`src/rtl/load_store_unit_if.sv`:
```
// Bus bundle between the core, the load/store unit and the data TCM.
// The slave modport is the load/store unit itself. The master modport is its
// environment: the core request side plus the TCM read-data return.
interface load_store_unit_if #(
  parameter int ADDR_WIDTH = 32
);
  logic                  req_valid_i;
  logic                  req_ready_o;
  logic                  req_we_i;
  logic [1:0]            req_size_i;
  logic                  req_unsigned_i;
  logic [ADDR_WIDTH-1:0] req_addr_i;
  logic [31:0]           req_wdata_i;
  logic                  rsp_valid_o;
  logic [31:0]           rsp_rdata_o;
  logic                  rsp_err_o;
  logic [ADDR_WIDTH-1:0] mem_addr_o;
  logic [31:0]           mem_data_o;
  logic                  mem_we_o;
  logic [3:0]            mem_be_o;
  logic [31:0]           mem_data_i;

  modport master (
    output req_valid_i, req_we_i, req_size_i, req_unsigned_i, req_addr_i, req_wdata_i,
    output mem_data_i,
    input  req_ready_o, rsp_valid_o, rsp_rdata_o, rsp_err_o,
    input  mem_addr_o, mem_data_o, mem_we_o, mem_be_o
  );

  modport slave (
    input  req_valid_i, req_we_i, req_size_i, req_unsigned_i, req_addr_i, req_wdata_i,
    input  mem_data_i,
    output req_ready_o, rsp_valid_o, rsp_rdata_o, rsp_err_o,
    output mem_addr_o, mem_data_o, mem_we_o, mem_be_o
  );
endinterface

```
`src/rtl/load_store_unit.sv`:
```
// Load/store unit: turns one byte/half/word request into one or two
// word-aligned TCM accesses and returns extended load data.
//
//   state | meaning
//   IDLE  | ready for a new request
//   ACC0  | TCM access to the word holding the first byte
//   ACC1  | TCM access to the following word (misaligned spill-over)
//   RESP  | one-cycle response pulse to the core
module load_store_unit #(
  parameter int ADDR_WIDTH = 32
) (
  input logic              clk,
  input logic              rst,
  load_store_unit_if.slave bus
);

  typedef enum logic [1:0] {IDLE, ACC0, ACC1, RESP} state_t;

  state_t                state_q, state_d;
  logic                  we_q, uns_q, err_q;
  logic [1:0]            size_q;
  logic [ADDR_WIDTH-1:0] addr_q;
  logic [31:0]           wdata_q;
  logic [31:0]           lo_buf, hi_buf;

  logic                  accept;
  logic [1:0]            off;
  logic [3:0]            base_mask;
  logic [7:0]            mask;
  logic [63:0]           lane;
  logic [63:0]           raw;
  logic                  split;
  logic [ADDR_WIDTH-1:0] word_addr;
  logic [31:0]           load_data;

  assign accept = bus.req_valid_i && bus.req_ready_o;

  // Byte mask, lane-shifted store data and reassembled load data for the held request.
  always_comb begin
    off = addr_q[1:0];
    case (size_q)
      2'b00:   base_mask = 4'b0001;
      2'b01:   base_mask = 4'b0011;
      default: base_mask = 4'b1111;
    endcase
    mask      = {4'b0000, base_mask} << off;
    lane      = {32'h0, wdata_q} << {off, 3'b000};
    split     = |mask[7:4];
    word_addr = {addr_q[ADDR_WIDTH-1:2], 2'b00};
    // Truncation to the access size keeps stale buffer bytes out of the result.
    raw       = {hi_buf, lo_buf} >> {off, 3'b000};
    case (size_q)
      2'b00:   load_data = {{24{~uns_q & raw[7]}}, raw[7:0]};
      2'b01:   load_data = {{16{~uns_q & raw[15]}}, raw[15:0]};
      default: load_data = raw[31:0];
    endcase
  end

  // State register.
  always_ff @(posedge clk or posedge rst) begin
    if (rst) state_q <= IDLE;
    else     state_q <= state_d;
  end

  // Next-state logic; an illegal size skips the TCM entirely.
  always_comb begin
    state_d = state_q;
    case (state_q)
      IDLE: if (accept) state_d = (bus.req_size_i == 2'b11) ? RESP : ACC0;
      ACC0: state_d = split ? ACC1 : RESP;
      ACC1: state_d = RESP;
      RESP: state_d = IDLE;
      default: state_d = IDLE;
    endcase
  end

  // Request capture and load-data buffers.
  always_ff @(posedge clk or posedge rst) begin
    if (rst) begin
      we_q    <= 1'b0;
      uns_q   <= 1'b0;
      err_q   <= 1'b0;
      size_q  <= 2'b00;
      addr_q  <= '0;
      wdata_q <= 32'h0;
      lo_buf  <= 32'h0;
      hi_buf  <= 32'h0;
    end else begin
      if (accept) begin
        we_q    <= bus.req_we_i;
        uns_q   <= bus.req_unsigned_i;
        size_q  <= bus.req_size_i;
        addr_q  <= bus.req_addr_i;
        wdata_q <= bus.req_wdata_i;
        err_q   <= (bus.req_size_i == 2'b11);
      end
      if (state_q == ACC0 && !we_q) lo_buf <= bus.mem_data_i;
      if (state_q == ACC1 && !we_q) hi_buf <= bus.mem_data_i;
    end
  end

  // Outputs decoded from state; everything idles at zero outside the access states.
  always_comb begin
    bus.req_ready_o = 1'b0;
    bus.rsp_valid_o = 1'b0;
    bus.rsp_rdata_o = 32'h0;
    bus.rsp_err_o   = 1'b0;
    bus.mem_addr_o  = '0;
    bus.mem_data_o  = 32'h0;
    bus.mem_we_o    = 1'b0;
    bus.mem_be_o    = 4'b0000;
    case (state_q)
      IDLE: bus.req_ready_o = 1'b1;
      ACC0: begin
        bus.mem_addr_o = word_addr;
        bus.mem_be_o   = mask[3:0];
        bus.mem_data_o = lane[31:0];
        bus.mem_we_o   = we_q;
      end
      ACC1: begin
        bus.mem_addr_o = word_addr + ADDR_WIDTH'(4);
        bus.mem_be_o   = mask[7:4];
        bus.mem_data_o = lane[63:32];
        bus.mem_we_o   = we_q;
      end
      RESP: begin
        bus.rsp_valid_o = 1'b1;
        bus.rsp_err_o   = err_q;
        bus.rsp_rdata_o = (we_q || err_q) ? 32'h0 : load_data;
      end
      default: ;
    endcase
  end

endmodule

```
`src/flat_wrapper.sv`:
```
// flat-port wrapper written by rule: the top's interface ports become plain ports
module load_store_unit_flat 
#(
  parameter int ADDR_WIDTH = 32
)
  (clk, rst, bus_req_valid_i, bus_req_we_i, bus_req_size_i, bus_req_unsigned_i, bus_req_addr_i, bus_req_wdata_i, bus_mem_data_i, bus_req_ready_o, bus_rsp_valid_o, bus_rsp_rdata_o, bus_rsp_err_o, bus_mem_addr_o, bus_mem_data_o, bus_mem_we_o, bus_mem_be_o);
  load_store_unit_if #(.ADDR_WIDTH(ADDR_WIDTH)) bus_i ();
  input logic clk;
  input logic rst;
  input wire logic [$bits(bus_i.req_valid_i)-1:0] bus_req_valid_i;
  input wire logic [$bits(bus_i.req_we_i)-1:0] bus_req_we_i;
  input wire logic [$bits(bus_i.req_size_i)-1:0] bus_req_size_i;
  input wire logic [$bits(bus_i.req_unsigned_i)-1:0] bus_req_unsigned_i;
  input wire logic [$bits(bus_i.req_addr_i)-1:0] bus_req_addr_i;
  input wire logic [$bits(bus_i.req_wdata_i)-1:0] bus_req_wdata_i;
  input wire logic [$bits(bus_i.mem_data_i)-1:0] bus_mem_data_i;
  output wire logic [$bits(bus_i.req_ready_o)-1:0] bus_req_ready_o;
  output wire logic [$bits(bus_i.rsp_valid_o)-1:0] bus_rsp_valid_o;
  output wire logic [$bits(bus_i.rsp_rdata_o)-1:0] bus_rsp_rdata_o;
  output wire logic [$bits(bus_i.rsp_err_o)-1:0] bus_rsp_err_o;
  output wire logic [$bits(bus_i.mem_addr_o)-1:0] bus_mem_addr_o;
  output wire logic [$bits(bus_i.mem_data_o)-1:0] bus_mem_data_o;
  output wire logic [$bits(bus_i.mem_we_o)-1:0] bus_mem_we_o;
  output wire logic [$bits(bus_i.mem_be_o)-1:0] bus_mem_be_o;
  assign bus_i.req_valid_i = bus_req_valid_i;
  assign bus_i.req_we_i = bus_req_we_i;
  assign bus_i.req_size_i = bus_req_size_i;
  assign bus_i.req_unsigned_i = bus_req_unsigned_i;
  assign bus_i.req_addr_i = bus_req_addr_i;
  assign bus_i.req_wdata_i = bus_req_wdata_i;
  assign bus_i.mem_data_i = bus_mem_data_i;
  assign bus_req_ready_o = bus_i.req_ready_o;
  assign bus_rsp_valid_o = bus_i.rsp_valid_o;
  assign bus_rsp_rdata_o = bus_i.rsp_rdata_o;
  assign bus_rsp_err_o = bus_i.rsp_err_o;
  assign bus_mem_addr_o = bus_i.mem_addr_o;
  assign bus_mem_data_o = bus_i.mem_data_o;
  assign bus_mem_we_o = bus_i.mem_we_o;
  assign bus_mem_be_o = bus_i.mem_be_o;
  load_store_unit #(.ADDR_WIDTH(ADDR_WIDTH)) u_core (.clk(clk), .rst(rst), .bus(bus_i));
endmodule
```
`config.mk`:
```
export PLATFORM = sky130hd
export DESIGN_NAME = load_store_unit_flat
export DESIGN_NICKNAME = d
export VERILOG_FILES = /design/src/rtl/load_store_unit_if.sv /design/src/rtl/load_store_unit.sv /design/src/flat_wrapper.sv
export SDC_FILE = /design/constraint.sdc
export NUM_CORES = 1
export LEC_CHECK = 0
export BUFFER_PORTS_ARGS = -buffer_cell sky130_fd_sc_hd__buf_2
export CORE_AREA = 5 5 179 147
export DETAILED_ROUTE_END_ITERATION = 10
export DIE_AREA = 0 0 184 152
export GPL_TIMING_DRIVEN = 0
export PLACE_DENSITY_LB_ADDON = 0.2
export RECOVER_POWER = 50
export SYNTH_ARGS = -nofsm -noshare
export SYNTH_HDL_FRONTEND = slang
export SYNTH_SLANG_ARGS = --single-unit
```
`constraint.sdc`:
```
create_clock -name clk -period 5.7 [get_ports clk]
set_input_delay 0.855 -clock clk [delete_from_list [all_inputs] [get_ports clk]]
set_output_delay 0.855 -clock clk [all_outputs]
set_load 0.05 [all_outputs]
```
==> summary.txt, run 1 <==
Worst setup path
  – Arrival time at the worst endpoint: roughly 3.2 ns
  – WP depth: 7
  – Startpoint Class: flop
  – Buf+Inv Stages, Crit Path: 5
  – CP peak stage delay: 0.65 ns
  – Critical Path End Type: output port
  – CP Max Fanout: 10
  – R2r worst-path depth: 6
  – Crit-path cells: buf_2 -> buf_2 -> buf_2 -> clkbuf_1 -> a211oi_1 -> a211oi_1 -> buf_2
  – Slowest cell on the critical path: clkbuf_1
  – Crit path top cell by count: buf_2
  – Top Family by Delay on Critical Path: buffers and inverters
  – Required time of the critical path: 4.85 ns
  – Setup Crit Path Kind: flop to output port

Synth
  – Count of flip-flops with a built-in enable after synthesis: 0
  – Cells after Synth: between 800 and 900
  – Synth Warn #: 0
  – FFs w/ async S/R, synth: 100%
  – Primary FF master, synth: dfrtp_1
  – Sequential share of the synthesized area: 40.4%
  – Seq cells post-synth: ~130
  – Synth top area cells: dfrtp_1 (40%), mux2_2 (21%), mux2i_1 (6.9%), o21ai_0 (4.3%), nand2_1 (3.2%)
  – Leading area contributor after synthesis: dfrtp_1
  – Avg Cell Area, Syn: ~10 µm²
  – Most instantiated library cell after synthesis: mux2_2
  – Synth top area share: between 40 and 50%
  – Post-Syn Area: 0.00787 mm²
  – Commonest cells post-synth: mux2_2 (145), dfrtp_1 (127), nand2_1 (68), o21ai_0 (68), mux2i_1 (54)
  – Cell variety after synth: 47

Place
  – Final Wtd Congestion: roughly 0.87
  – Detailed placer's ending HPWL: between 20,000 and 25,000 µm
  – Pre-CTS WS: roughly 2.1 ns
  – Port bufs: around 200
  – DP Area: approximately 0.0093 mm²

Global route
  – M1 GR Usage: a little under a third
  – Vias in the first global route: a little over 7,000
  – First-pass GRT wire length: about 44,000 µm
  – Grt met2 use: roughly 30%
  – GRT Util Overall: 20.3%
  – Met3 usage: approximately 5.3%
  – Pin count of the biggest net entering global routing: 85
  – Gr ovfl total: 0
  – Antenna violations before repair: 2
  – GR peak layer: met1

STA
  – Final worst slack: 1.64 ns
  – RSZ-0062 raised after global routing: no
  – Final setup vio count: 0
  – Maximum clock rate: 246 MHz
  – Post-layout min period: ~4.1 ns
  – Worst Max-Slew Pin Slew: between 2 and 2.5 ns
  – Max-slew violation count: 130
  – Final hold violations: 0
  – Max-slew headroom: -48.1%
  – Clock Skew: ~0.012 ns
  – Period utilization: between 70% and 80%

CTS
  – Clock-pin slew on the worst setup and hold paths: 0.06 ns
  – Setup Buffers After CTS: 0
  – Worst skew pair latency: between 0.4 and 0.5 ns
  – Post-CTS Hold Buffers: 0
  – Clk sink count: 127
  – H-tree levels: 4
  – CTS max path bufs: 2
  – Resize count post-CTS: 0
  – Cts bufs inserted: 17
  – Clock Tree Root: clkbuf_16
  – CTS tree: done

Routing
  – Via count: around 7,400
  – Routed WL: about 29,000 µm
  – Wire per inst: between 20 and 25 µm
  – Residual DRC: 0
  – Initial drt markers: 589
  – DRT Pass-1 Iters: 5
  – Routed Antenna Nets: 0
  – Via/cell ratio: ~5.4

Pwr
  – Flop pwr share: approximately 25%
  – P per Cell Area: 745 mW/mm²
  – Clock power share: between 15 and 20%
  – Switching Share: 51.2%
  – Internal power: between 3 and 4 mW
  – Pleak: about 4.5 nW
  – Combinational share of power: between 50% and 60%
  – NetSw: around 3.8 mW
  – Max VDD drop: about 310 µV

Floorplanning
  – Starting Density: between 30% and 40%
  – Io pins: about 210
  – Chip width: ~180 µm
  – Die ar.: roughly 0.028 mm²
  – # rows: between 50 and 60
  – Core Region: between 0.02 and 0.025 mm²
  – Die height: about 150 µm

Hold path
  – Worst min-delay path class: flop to flop
  – Min-Delay Path Depth: 1

Layout
  – Layout net count: around 1,100
  – Ant. Diodes: 0
  – Share of cells above drive strength 1: between 30 and 40%
  – Area grow syn2layout: 26.1%
  – Final Cell Area: 0.00993 mm²

Status
  – Violated checks: max-capacitance violations, max-slew violations
  – Status: complete, but fails checks

Flow run
  – Max cap viols: 2
## power groups by stage
stage	Sequential, mW	Combinational, mW	Clock [mW]
after floorplan	1.68	3.31	0
after global placement	1.83	4.32	0
after detailed placement	1.84	4.35	0
after CTS	1.83	4.37	1.21
after global routing	1.91	4.70	1.24
final	1.84	4.37	1.18
## worst paths after layout
| kind | endpoint | start | slack (ns) |
|---|---|---|---|
| setup / recovery | bus_rsp_rdata_o[6] | u_core.addr_q[1]$_DFFE_PP0P_ | 1.64 |
| hold / removal | u_core.lo_buf[0]$_DFFE_PP0P_ | u_core.lo_buf[0]$_DFFE_PP0P_ | 0.50 |
| setup reg to reg | u_core.hi_buf[9]$_DFFE_PP0P_ | u_core.state_q[0]$_DFFE_PP0P_ | 3.23 |
| hold reg to reg | u_core.lo_buf[0]$_DFFE_PP0P_ | u_core.lo_buf[0]$_DFFE_PP0P_ | 0.50 |
| max in group asynchronous | u_core.wdata_q[24]$_DFFE_PP0P_ | rst | 1.84 |
| min in group asynchronous | u_core.addr_q[5]$_DFFE_PP0P_ | rst | 0.93 |
## registers in the layout, indices dropped and copies added, names as in the netlist
signal	flops
u_core.addr_q	32
u_core.lo_buf	32
u_core.wdata_q	32
u_core.hi_buf	24
u_core.size_q	2
u_core.state_q	2
u_core.err_q	1
u_core.uns_q	1
u_core.we_q	1
## cell usage in the layout, fill, tap and decap left out, types with 20 or more instances in the layout
| master | n |
|---|---|
| nand3_1 | 28 |
| nand2_1 | 68 |
| nor2_1 | 43 |
| mux2_2 | 145 |
| dfrtp_1 | 127 |
| a211oi_1 | 20 |
| a21oi_1 | 44 |
| o21ai_0 | 68 |
| clkbuf_1 | 43 |
| mux2i_1 | 54 |
| buf_2 | 217 |
## cells by family (layout without fill, tap and decap cells)
group / after synthesis / count (layout) / synth area share [%]
buffers and inverters: 78 / 314 / 4.04
flip-flops: 127 / 127 / 40.4
AND/OR/NAND/NOR: 214 / 214 / 13.7
adder cells (fa/ha/maj): 5 / 5 / 0.795
multiplexers: 199 / 199 / 27.6
AO/OA/AOI/OAI: 180 / 180 / 13.5
other: 1 / 2 / 0.0476
## metal layers
metal	wire length, µm	part of all wire, %
met1	13200	46
met5	27	0.094
met4	299	1.0
met3	2550	8.9
met2	12600	44
## per-stage QoR
step	util [%]	hold WS, ns	TNS (ns)	cells	power (mW)
2_1_floorplan	-	0.464	0	805	4.99
3_3_place_gp	37.8	0.485	-46.42	1333	6.15
3_5_place_dp	38.0	0.487	0	1334	6.19
4_1_cts	40.5	0.446	0	1365	7.40
5_1_grt	40.4	0.521	0	1365	7.85
6_report	40.4	0.499	0	1365	7.40
## layout make-up
cell class | instances | area, µm²
buffer | 68 | 280
multi-input combinational | 600 | 4380
fill | 2461 | 14700
clock buffer | 20 | 457
inverter | 10 | 38.8
timing repair buffer | 205 | 1030
clock inverter | 11 | 164
tap | 324 | 405
sequential | 127 | 3180
Power figures use the tool's default switching activity.
==> inputs of run 2 (changes only) <==
- clock period: 5.7 -> 4 ns (I/O delays scaled with it)
==> run 2 against run 1 <==
The run still ends with max-capacitance violations, max-slew violations left. Non-clock buffer count is the same. Worst hold slack got worse by 0.099 ns. Clock-buffer cell count did not move. Sequential share of layout area hardly changed. Final cell count stayed put. Final area about the same. Global-route usage unchanged. Wire length decreased by 0.43%. Utilization about the same. Die area stayed put. Clock power up 43%. Critical endpoint unchanged. Largest power group unchanged.
==> summary.txt, run 2 (synthesized netlist as in run 1, its figures left out) <==
Status
  – Status: complete, but fails checks
  – Violated checks: max-capacitance violations, max-slew violations

Layout
  – Multi-input combinational cell area: approximately 0.0044 mm²
  – Leading cell type in the layout, fill and taps excluded: buf_2
  – Share of cells above drive strength 1: approximately two fifths
  – Top Registers: u_core.addr_q: 32 flops, u_core.lo_buf: 32 flops, u_core.wdata_q: 32 flops
  – Final core area utilization: 40.4%
  – Area grow syn2layout: 26.1%
  – # fillers: around 2,500
  – Ant. Diodes: 0
  – FF+latch area: 0.00318 mm²
  – Leading cell types in the layout, fill and taps excluded: buf_2 (215), mux2_2 (145), dfrtp_1 (127)
  – Layout net count: 1,137

Worst setup path
  – Reg-to-reg slack, setup: about 1.6 ns
  – Required time of the critical path: 3.40 ns
  – CP Max Fanout: 10
  – Arrival time at the worst endpoint: approximately 3.2 ns
  – R2r startpoint: u_core.state_q[0]$_DFFE_PP0P_
  – Setup Crit Path Kind: flop to output port
  – R2r worst-path depth: 6
  – Reg-to-Reg End: u_core.hi_buf[1]$_DFFE_PP0P_
  – Critical Path End Type: output port
  – Startpoint Class: flop

CTS
  – Resize count post-CTS: 0
  – Post-CTS Hold Buffers: 0
  – Clock Tree Root: clkbuf_16
  – Cts bufs inserted: 17
  – Setup Buffers After CTS: 0
  – CTS max path bufs: 2
  – H-tree levels: 4
  – Clk sink count: between 100 and 150
  – Clock-pin slew on the worst setup and hold paths: roughly 0.060 ns
  – Worst skew pair latency: roughly 0.43 ns
  – CTS tree: done

Hold path
  – Endpoint, Worst Hold: u_core.addr_q[5]$_DFFE_PP0P_
  – Min-Delay Path Depth: 2
  – Hold Startpoint: bus_req_addr_i[5]
  – Worst min-delay path class: input port to flop

STA
  – Worst Max-Slew Pin Slew: about 2.0 ns
  – Maximum clock rate: ~260 MHz
  – Clock Skew: between 0.007 and 0.008 ns
  – Post-layout min period: around 3.8 ns
  – RSZ-0062 raised after global routing: no
  – Max-slew violation count: between 40 and 50
  – Period utilization: 94.5%
  – Final hold violations: 0
  – Hold_ws: around 0.40 ns
  – Final setup vio count: 0
  – Max-slew headroom: -36.6%
  – Final worst slack: roughly 0.22 ns

Global route
  – Grt met2 use: about 30%
  – Pin count of the biggest net entering global routing: 85
  – Gr ovfl total: 0
  – Met3 usage: 5.26%
  – Antenna violations before repair: 2
  – GR peak layer: met1
  – First-pass GRT wire length: 43,700 µm
  – GRT Util Overall: between 20% and 30%
  – Vias in the first global route: around 7,300
  – M1 GR Usage: 30.1%

Place
  – Port bufs: approximately 200
  – Detailed placer's ending HPWL: 21,000 µm
  – Pre-CTS WS: 0.660 ns
  – Final Wtd Congestion: slightly below 0.9

Routing
  – Wire per inst: approximately 21 µm
  – Initial drt markers: roughly 630
  – Via count: ~7,400
  – Via/cell ratio: between 5 and 6
  – Routed Antenna Nets: 0
  – DRT Pass-1 Iters: 6
  – Residual DRC: 0
  – Routed WL: 28,600 µm

Flow run
  – Max cap viols: 1

Floorplanning
  – Die ar.: between 0.02 and 0.03 mm²
  – Io pins: roughly 210
  – # rows: 52
  – Core Region: around 0.025 mm²
  – Die height: roughly 150 µm
  – Starting Density: 32.0%
  – Chip width: approximately 180 µm

Pwr
  – P per Cell Area: between 1000 and 1500 mW/mm²
  – Pleak: about 4.5 nW
  – Max VDD drop: between 400 and 500 µV
[run 2: how the worst max path moves through the flow]
stage	endpoint	slack, ns	depth (start not counted)	start
3_5_place_dp	bus_mem_data_o[29]	0.66	7	u_core.state_q[1]$_DFFE_PP0P_
6_report	bus_rsp_rdata_o[6]	0.22	7	u_core.addr_q[1]$_DFFE_PP0P_
2_1_floorplan	u_core.addr_q[0]$_DFFE_PP0P_	0.02	1	rst
5_1_grt	bus_rsp_rdata_o[6]	0.11	7	u_core.addr_q[1]$_DFFE_PP0P_
3_3_place_gp	u_core.wdata_q[24]$_DFFE_PP0P_	-1.82	2	rst
4_1_cts	bus_mem_data_o[29]	0.17	7	u_core.state_q[1]$_DFFE_PP0P_
[run 2: critical path, stage by stage, from the launching register on]
cell      delay [ns]
dfrtp_1         0.31
buf_2           0.19
buf_2           0.29
buf_2           0.39
clkbuf_1        0.63
a211oi_1        0.20
a211oi_1        0.39
buf_2           0.34
[run 2: routing by layer]
metal / routed length (µm) / vias up
li1: - / 3382
met1: 13100 / 3587
met2: 12400 / 364
met3: 2640 / 30
met4: 344 / 4
met5: 27 / -
[run 2: area by class of cell]
type,instances,area share [%]
Clock inverter,11,1.65
Tap cell,324,4.08
Buffer,68,2.83
Multi-Input combinational cell,600,44.1
Timing Repair Buffer,205,10.3
Sequential cell,127,32.0
Clock buffer,20,4.60
Inverter,10,0.391
[run 2: power breakdown]
part	switching (mW)	internal, mW
registers	0.670	1.96
logic	4.11	2.12
clock network	0.620	1.07
total	5.40	5.15
[run 2: metrics by stage]
step           TNS (ns)  power (mW)  instance area (µm²)  std cells
6_report              0        10.5                 9930       1365
3_3_place_gp    -229.94        8.77                 9300       1333
3_5_place_dp          0        8.82                 9340       1334
2_1_floorplan         0        7.11                 7880        805
5_1_grt               0        11.2                 9930       1365
4_1_cts               0        10.6                 9960       1365
